$ cat src/rtl/dmem_cache.sv
// dmem_cache: direct-mapped, write-through, no-write-allocate data cache placed
// between a single-cycle core's SRAM-style data port and a slow data memory.
//
// Ports:
//   clk, rst_n               clock (posedge) and asynchronous active-low reset
//   proc_cen                 0 = core accesses this cycle
//   proc_wen                 0 = write, 1 = read
//   proc_addr / proc_wdata   core word address and store data
//   proc_rdata               load data, non-zero only on an IDLE read hit
//   proc_stall               1 = core holds PC, register writes and proc_* inputs
//   mem_req / mem_we         single-word request to memory, 1 = write
//   mem_addr / mem_wdata     request address and write data, stable until ack
//   mem_ack / mem_rdata      one-cycle completion pulse with read data
//   hit_count / miss_count   saturating read hit / read miss counters
module dmem_cache #(
    parameter int unsigned ADDR_W     = 7,
    parameter int unsigned LINE_WORDS = 4,
    parameter int unsigned LINES      = 8,
    parameter int unsigned CNT_W      = 16
) (
    input  logic              clk,
    input  logic              rst_n,
    input  logic              proc_cen,
    input  logic              proc_wen,
    input  logic [ADDR_W-1:0] proc_addr,
    input  logic [31:0]       proc_wdata,
    output logic [31:0]       proc_rdata,
    output logic              proc_stall,
    output logic              mem_req,
    output logic              mem_we,
    output logic [ADDR_W-1:0] mem_addr,
    output logic [31:0]       mem_wdata,
    input  logic              mem_ack,
    input  logic [31:0]       mem_rdata,
    output logic [CNT_W-1:0]  hit_count,
    output logic [CNT_W-1:0]  miss_count
);

    localparam int unsigned OFF_W = $clog2(LINE_WORDS);
    localparam int unsigned IDX_W = $clog2(LINES);
    localparam int unsigned TAG_W = ADDR_W - OFF_W - IDX_W;
    localparam int unsigned WORDS = LINES * LINE_WORDS;

    typedef enum logic [1:0] {
        StIdle,
        StRefill,
        StWrite,
        StDone
    } state_e;

    state_e             state_q, state_d;
    logic [LINES-1:0]   valid_q, valid_d;
    logic [OFF_W-1:0]   cnt_q, cnt_d;
    logic               refilled_q, refilled_d;
    logic               wr_hit_q, wr_hit_d;
    logic [CNT_W-1:0]   hit_cnt_q, hit_cnt_d;
    logic [CNT_W-1:0]   miss_cnt_q, miss_cnt_d;

    // Tag and data arrays need no reset: valid_q masks them.
    logic [TAG_W-1:0]   tag_q  [LINES];
    logic [31:0]        data_q [WORDS];

    logic [TAG_W-1:0]   addr_tag;
    logic [IDX_W-1:0]   addr_idx;
    logic [OFF_W-1:0]   addr_off;
    logic               hit;
    logic               last_word;
    logic               fill_we;
    logic               store_we;

    assign addr_tag  = proc_addr[ADDR_W-1 -: TAG_W];
    assign addr_idx  = proc_addr[OFF_W +: IDX_W];
    assign addr_off  = proc_addr[OFF_W-1:0];
    assign hit       = valid_q[addr_idx] && (tag_q[addr_idx] == addr_tag);
    assign last_word = (cnt_q == OFF_W'(LINE_WORDS - 1));

    assign hit_count  = hit_cnt_q;
    assign miss_count = miss_cnt_q;

    function automatic logic [CNT_W-1:0] sat_inc(input logic [CNT_W-1:0] v);
        return (&v) ? v : v + CNT_W'(1);
    endfunction

    always_comb begin
        state_d    = state_q;
        valid_d    = valid_q;
        cnt_d      = cnt_q;
        refilled_d = refilled_q;
        wr_hit_d   = wr_hit_q;
        hit_cnt_d  = hit_cnt_q;
        miss_cnt_d = miss_cnt_q;
        proc_rdata = '0;
        proc_stall = 1'b0;
        mem_req    = 1'b0;
        mem_we     = 1'b0;
        mem_addr   = '0;
        mem_wdata  = '0;
        fill_we    = 1'b0;
        store_we   = 1'b0;

        unique case (state_q)
            StIdle: begin
                if (!proc_cen) begin
                    if (proc_wen) begin
                        if (hit) begin
                            proc_rdata = data_q[{addr_idx, addr_off}];
                            // The re-lookup right after a refill was already counted as a miss.
                            if (!refilled_q) begin
                                hit_cnt_d = sat_inc(hit_cnt_q);
                            end
                            refilled_d = 1'b0;
                        end else begin
                            proc_stall       = 1'b1;
                            valid_d[addr_idx] = 1'b0;
                            cnt_d            = '0;
                            miss_cnt_d       = sat_inc(miss_cnt_q);
                            state_d          = StRefill;
                        end
                    end else begin
                        proc_stall = 1'b1;
                        wr_hit_d   = hit;
                        state_d    = StWrite;
                    end
                end
            end

            StRefill: begin
                proc_stall = 1'b1;
                mem_req    = 1'b1;
                mem_addr   = {addr_tag, addr_idx, cnt_q};
                if (mem_ack) begin
                    fill_we = 1'b1;
                    cnt_d   = cnt_q + OFF_W'(1);
                    if (last_word) begin
                        valid_d[addr_idx] = 1'b1;
                        refilled_d        = 1'b1;
                        state_d           = StIdle;
                    end
                end
            end

            StWrite: begin
                proc_stall = 1'b1;
                mem_req    = 1'b1;
                mem_we     = 1'b1;
                mem_addr   = proc_addr;
                mem_wdata  = proc_wdata;
                if (mem_ack) begin
                    store_we = wr_hit_q;
                    state_d  = StDone;
                end
            end

            StDone: begin
                // Stall released so the core retires the store; no new lookup here.
                state_d = StIdle;
            end

            default: begin
                state_d = StIdle;
            end
        endcase
    end

    always_ff @(posedge clk or negedge rst_n) begin
        if (!rst_n) begin
            state_q    <= StIdle;
            valid_q    <= '0;
            cnt_q      <= '0;
            refilled_q <= 1'b0;
            wr_hit_q   <= 1'b0;
            hit_cnt_q  <= '0;
            miss_cnt_q <= '0;
        end else begin
            state_q    <= state_d;
            valid_q    <= valid_d;
            cnt_q      <= cnt_d;
            refilled_q <= refilled_d;
            wr_hit_q   <= wr_hit_d;
            hit_cnt_q  <= hit_cnt_d;
            miss_cnt_q <= miss_cnt_d;
        end
    end

    always_ff @(posedge clk) begin
        if (fill_we) begin
            data_q[{addr_idx, cnt_q}] <= mem_rdata;
            if (last_word) begin
                tag_q[addr_idx] <= addr_tag;
            end
        end
        if (store_we) begin
            data_q[{addr_idx, addr_off}] <= proc_wdata;
        end
    end

endmodule

$ cat config.mk
export PLATFORM = sky130hd
export DESIGN_NAME = dmem_cache
export DESIGN_NICKNAME = d
export VERILOG_FILES = /design/src/rtl/dmem_cache.sv
export SDC_FILE = /design/constraint.sdc
export NUM_CORES = 1
export LEC_CHECK = 0
export CAP_MARGIN = 20
export CORE_MARGIN = 1.5
export CORE_UTILIZATION = 35
export DETAILED_ROUTE_END_ITERATION = 8
export GPL_ROUTABILITY_DRIVEN = 0
export PLACE_DENSITY_LB_ADDON = 0.05
export SETUP_SLACK_MARGIN = 0.3
export SLEW_MARGIN = 20
export SYNTH_ARGS = -nofsm -noshare
export SYNTH_HDL_FRONTEND = slang
export SYNTH_SLANG_ARGS = --single-unit
$ cat constraint.sdc
create_clock -name clk -period 4.8 [get_ports clk]
set_input_delay 0.96 -clock clk [delete_from_list [all_inputs] [get_ports clk]]
set_output_delay 0.96 -clock clk [all_outputs]
set_load 0.05 [all_outputs]
* Word-level counts from Yosys, hierarchy flattened
Memories as Yosys holds them, arrays and structs flattened. Index checks and enable logic that the tools add are counted. W data, S select, Z words.
Storage, ports and cells: register bits 46, latch bits 0, bits in writable memories 1040, bits in read-only memories 0, bits of input ports 76, word-level logic and storage cells 105, memories kept 2
Cells by class: $add $sub $neg 3, multiply operators 0, divide/modulo/power cells 0, order comparisons 2, equality and inequality tests 13, shift operators 0, muxes and demuxes 54, bitwise logic cells 9, reduce and logical (&&, ||, !) cells 15
Memories:
- data_q | words 32, bits a word 32, rd ports 1, clocked after memory_dff 0, write ports 1, RTL line 61 | logic [31:0] data_q [WORDS];
- tag_q | words 8, bits a word 2, rd ports 1, clocked after memory_dff 0, write ports 1, RTL line 60 | logic [TAG_W-1:0] tag_q [LINES];
Operator list (number):
- $mux W32 | 6
- $mux W8 | 5
- $add A16 B1 Y16 const B | 2
- $reduce_and A16 Y1 | 2
- $reduce_or A32 Y1 | 1
- $mux W1 | 24
- $mux W2 | 10
- $reduce_and A6 Y1 | 3
- $pmux W8 S2 | 1
- $reduce_and A5 Y1 | 3
- $ne A2 B2 Y1 const B | 7
- $pmux W7 S2 | 1
- $and A8 B8 Y8 | 1
- $not A8 Y8 | 1
- $or A8 B8 Y8 | 1
- $pmux W2 S4 | 1
- $eq A2 B2 Y1 const B | 3
- $not A1 Y1 | 6
- $mux W5 | 1
- $lt A3 B4 Y1 const B | 1
- $pmux W1 S2 | 2
- $pmux W2 S2 | 1
- $bmux W1 S3 | 1
- $demux W1 S3 | 1
- 10 further kinds | 11

* Depth between registers and ports, before layout
Gate-level depths: netlist of run 1.
depth in word-level cells 10, gate-level depth with buffers 10

* Worst setup path before layout of run 1
OpenSTA, ideal clock, no wires.
kind input to output, start point input proc_addr[2], end point output proc_rdata[10], arrival 3.563 ns, path slack 0.277 ns, cell stages on the path 9, buffers on the path 4, cell sequence buf_6 -> mux2i_1 -> mux4_2 -> xnor2_1 -> or4_4 -> buf_6 -> buf_2 -> buf_2 -> nor2_1
Between the ends: word-level cells in the longest chain between the ends 7, elaborated cells between the ends (all ways) 10
RTL lines:
- start, declared | RTL line 25 | input logic [ADDR_W-1:0] proc_addr,
- $mem_v2 Z8 W2 / $bmux W1 S3 (equally long branches)
- $eq A2 B2 Y1 / $mux W1 (equally long branches) | RTL line 74 | assign hit = valid_q[addr_idx] && (tag_q[addr_idx] == addr_tag);
- $logic_and A1 B1 Y1 | RTL line 74
- $mux W32 (*) | RTL line 105 | if (hit) begin
- $mux W32 (*) | RTL line 104 | if (proc_wen) begin
- $mux W32 (*) | RTL line 103 | if (!proc_cen) begin
- $mux W32 (*) | RTL line 101 | unique case (state_q)
- end, declared | RTL line 27 | output logic [31:0] proc_rdata,
Every way passes the cells marked *; elsewhere a longest branch is shown, timed or not. The select of a mux whose other input is x is not followed.

* Worst setup path after layout of run 1
start point input proc_addr[4], end point output proc_rdata[10]
Same word-level chain as after synthesis.

==> impl_results.md, run 1 <==
* RSZ-0062 raised after global routing: no
* Primary FF master, synth: edfxtp_1
* DP HPWL at roughly 67 mm
* Die area at 0.122 mm^2
* Met3 WL at 4.71 mm
* Outcome: complete, no violations
* Max Used Layer: met4
* Final #Nets at 2365
* Vias after detailed routing at roughly 21000
* Cell taking the most area after synthesis: edfxtp_1
* Critical Path AT at roughly 3.5 ns
* Final period utilization at 0.925
* Die H at 350 um
* Clk pwr share at 0.398
* Fillers at 10300
* Leakage Power at ~16 nW
* CP max-delay cell: or4_4
* Clock Skews at 0.0245 ns
* Worst IR Drop VDD at 0.357 mV
* Worst-Skew Late Latency at 0.69 ns
* Final core occ at 0.428
* Core Area at around 0.12 mm^2
* PortBufs at 181
* Synth warn at 0
* Wire per inst at approximately 30 um
* Clock root buffer: clkbuf_16
* Cell family with most CP delay: buffers and inverters
* Post-Syn Instances at 1984
* Hold slack at 0.366 ns
* Min Tclk post-route at 4.44 ns
* WS Path Type: in2out
* ANT cells at 0
* Vias in the first global route at 22300
* Synth Net Count at 2067
* Instance count on the critical path at 8
* Final TNS setup at 0 ns
* Final hold vios at 0
* Sequential element share of the synthesized area at 0.769
* Crit path launch type: input port
* Post-synth EDFFs at 1040
* Syn_area_per_cell at roughly 21 um^2
* Yosys cell types at 46
* Reg2Reg Setup Slack at ~1.4 ns
* Switching power total at 5.17 mW
* Post-Syn Area at 0.0421 mm^2
* Total gr overflow at 0
* Area growth syn-to-layout at 21.5%
* All-Layer GR Usage at 0.198
* Via density at 5.34
* Slew of the pin with the lowest slew margin at about 1.1 ns
* Post-synth top area share at 0.742
* Initial antenna violation count at 2
* Iteration-0 DRC Markers at 1680
* Crit-path cells: clkdlybuf4s50_1, mux4_2, xnor2_1, or4_4, buf_12, buf_16, nor2_4, buf_12
* Max-Slew Margin vs Limit at 0.246
* Hold WC Path Type: in2async
* Most common cell in the synthesized netlist: edfxtp_1
* Sequential fraction of design power at 0.496
* Post-synthesis register bit count at between 1000 and 1500
* Setup violators final at 0
* Crit Path Max Fanout at 8
* First-pass GRT wire length at 170 mm
* Bufs and invs on worst path at 4
* Worst r2r dst: hit_count[10]
* Worst setup EP type: output pin
* Switching Share at 0.241
* Clk pin slew, worst setup/hold paths at ~0.060 ns
* CTS Buf Count at about 120
* Critical R2R Launch: state_q[0]
* # Max-Cap Violations at 0
* Int Pwr at 16.2 mW
* CTS tree: yes
* Largest net degree at the start of global routing at between 60 and 70
* CTS sink cnt at roughly 1100
* Cells on worst reg2reg path at 10
* Area after DPL at 0.0473 mm^2
* Starting Density at 0.352
* DRT antenna net count at 0
* Final slew viol count at 0
* Synth area leaders: edfxtp_1, mux4_2, dfrtp_1
* Slowest Stage Delay on Critical Path at 0.60 ns
* Met2 wire len at 59.2 mm
* Most frequent CP cell: buf_12
* PD cells at ~420 mW/mm^2
* Top cells by count, synth: edfxtp_1, mux4_2, o22ai_1, nor2_1, clkbuf_1
* Drt pass-1 iters at 5
* Routed Wire Length at 119 mm
* Async S/R FF share, synth at 0.0424
* Design area at approximately 0.05 mm^2
* M1 wire length at about 54 mm
* Htree depth at 3
* CP required at 3.84 ns
* F_max at 0.225 GHz
* Layout cell share with drive strength beyond 1 at 0.291
* Clock buffer depth at 3
* Die width at 350 um
* Total power at around 21 mW
* Site Rows at 127
* IO Count at roughly 180
* Post-route DRC violation count at 0
* Combinational fraction of design power at 0.105
-- power groups by stage --
stage | Clock (mW) | Combinational, mW | Sequential, mW
6_report | 8.53 | 2.25 | 10.6
5_1_grt | 9.11 | 2.41 | 10.6
4_1_cts | 8.75 | 2.30 | 10.6
3_5_place_dp | 0 | 2.28 | 10.8
3_3_place_gp | 0 | 2.26 | 10.8
2_1_floorplan | 0 | 1.26 | 10.9
-- logic make-up (layout without fill, tap and decap cells) --
family,after synthesis,in the layout,share of synthesized area
DFF,1086,1086,0.769
muxes,307,307,0.151
and+or+nand+nor,262,262,0.0332
AOI/OAI and AO/OA,167,167,0.0252
buffers and inverters,121,514,0.0120
xor gates and xnor gates,34,34,0.00707
adders and majority gates,7,7,0.00208
-- registers in the layout, indices dropped and copies added, names as in the netlist, named ones only --
register and flops:
data_q 1024, hit_count 16, miss_count 16, tag_q 16
cnt_q 2, state_q 2, refilled_q 1, wr_hit_q 1
-- per-layer routing --
metal	vias to the layer above	global-route usage
met4	0	0.0401
met2	486	0.331
met3	127	0.0251
met5	-	0
li1	8950	-
met1	11700	0.280
-- layout make-up --
| class | instances | area (um^2) | area share |
|---|---|---|---|
| well taps | 1612 | 2020 | 0.0394 |
| flip-flops and latches | 1086 | 32400 | 0.633 |
| clock buffers | 135 | 3000 | 0.0585 |
| inverters | 11 | 41.3 | 0.000807 |
| clock inverters | 77 | 587 | 0.0115 |
| multi-input cells | 777 | 9660 | 0.189 |
| repair buffers | 291 | 3500 | 0.0684 |
-- through the flow --
| step | instances | worst slack, ns |
|---|---|---|
| after detailed placement | 3772 | 0.166 |
| after global placement | 3772 | 0.220 |
| after floorplan | 1984 | 0.277 |
| after CTS | 3989 | 0.349 |
| final | 3989 | 0.360 |
| after global routing | 3989 | 0.311 |
-- worst register-to-register path, cell delays in order (launching register included) --
cell	delay [ns]
dfrtp_1	0.41
inv_1	0.11
ha_1	0.39
nor2b_1	0.26
nand2_1	0.19
or4_4	0.64
buf_12	0.18
buf_4	0.15
bufbuf_16	0.29
or4_1	0.55
xnor2_1	0.14
-- repair_timing --
item | in CTS | in global routing
buffers inserted | 2 | 0
hold buffers | 0 | 0
pin swaps | 3 | 1
gates resized for setup | 49 | 1
endpoints found under the setup margin | 32 | 8
cloned | 3 | 0
endpoints found under the hold margin | 0 | 0
-- layout by cell type, fill, tap and decap left out, types with 3 or more instances in the layout --
| master | netlist | routed |
|---|---|---|
| clkinvlp_4 | 0 | 3 |
| a31oi_2 | 0 | 4 |
| a41oi_1 | 9 | 9 |
| xor2_1 | 28 | 28 |
| inv_1 | 11 | 11 |
| clkbuf_16 | 0 | 117 |
| nor2_2 | 0 | 21 |
| clkinv_2 | 0 | 28 |
| buf_6 | 2 | 3 |
| a21oi_1 | 14 | 14 |
| nor3_2 | 5 | 5 |
| nor2_1 | 88 | 24 |
| inv_6 | 0 | 3 |
| nand3_1 | 16 | 14 |
| nor3_1 | 14 | 14 |
| edfxtp_1 | 1040 | 1040 |
| mux2_2 | 34 | 34 |
| ha_1 | 7 | 6 |
| nand2_2 | 0 | 3 |
| nand4_1 | 3 | 3 |
| clkdlybuf4s50_1 | 0 | 144 |
| clkbuf_1 | 60 | 18 |
| mux4_2 | 260 | 260 |
| o22ai_1 | 130 | 130 |
| buf_4 | 1 | 68 |
| buf_12 | 0 | 69 |
| and3_1 | 5 | 5 |
| nand2_1 | 35 | 32 |
| dfrtp_1 | 46 | 46 |
| bufinv_16 | 0 | 9 |
| nor4_2 | 5 | 5 |
| nor2b_1 | 6 | 6 |
| nor2_4 | 0 | 43 |
| xnor2_1 | 6 | 6 |
| and2_1 | 40 | 40 |
| or4_1 | 33 | 33 |
| clkinv_1 | 0 | 34 |
| mux2i_1 | 12 | 12 |
-- worst max path at each step --
stage | slack (ns) | start | end
6_report | 0.36 | proc_addr[4] | proc_rdata[10]
5_1_grt | 0.31 | proc_addr[3] | proc_rdata[7]
4_1_cts | 0.35 | proc_addr[4] | proc_rdata[7]
3_5_place_dp | 0.17 | proc_addr[2] | proc_rdata[24]
3_3_place_gp | 0.22 | proc_addr[2] | proc_rdata[18]
2_1_floorplan | 0.28 | proc_addr[2] | proc_rdata[10]
(Power assumes the default switching activity.)
==> inputs of run 2 (changes only) <==
CAP_MARGIN = 10   (was 20)
==> results of run 2 <==
Same layout as run 1: the final DEF is identical, and so are final timing and power.
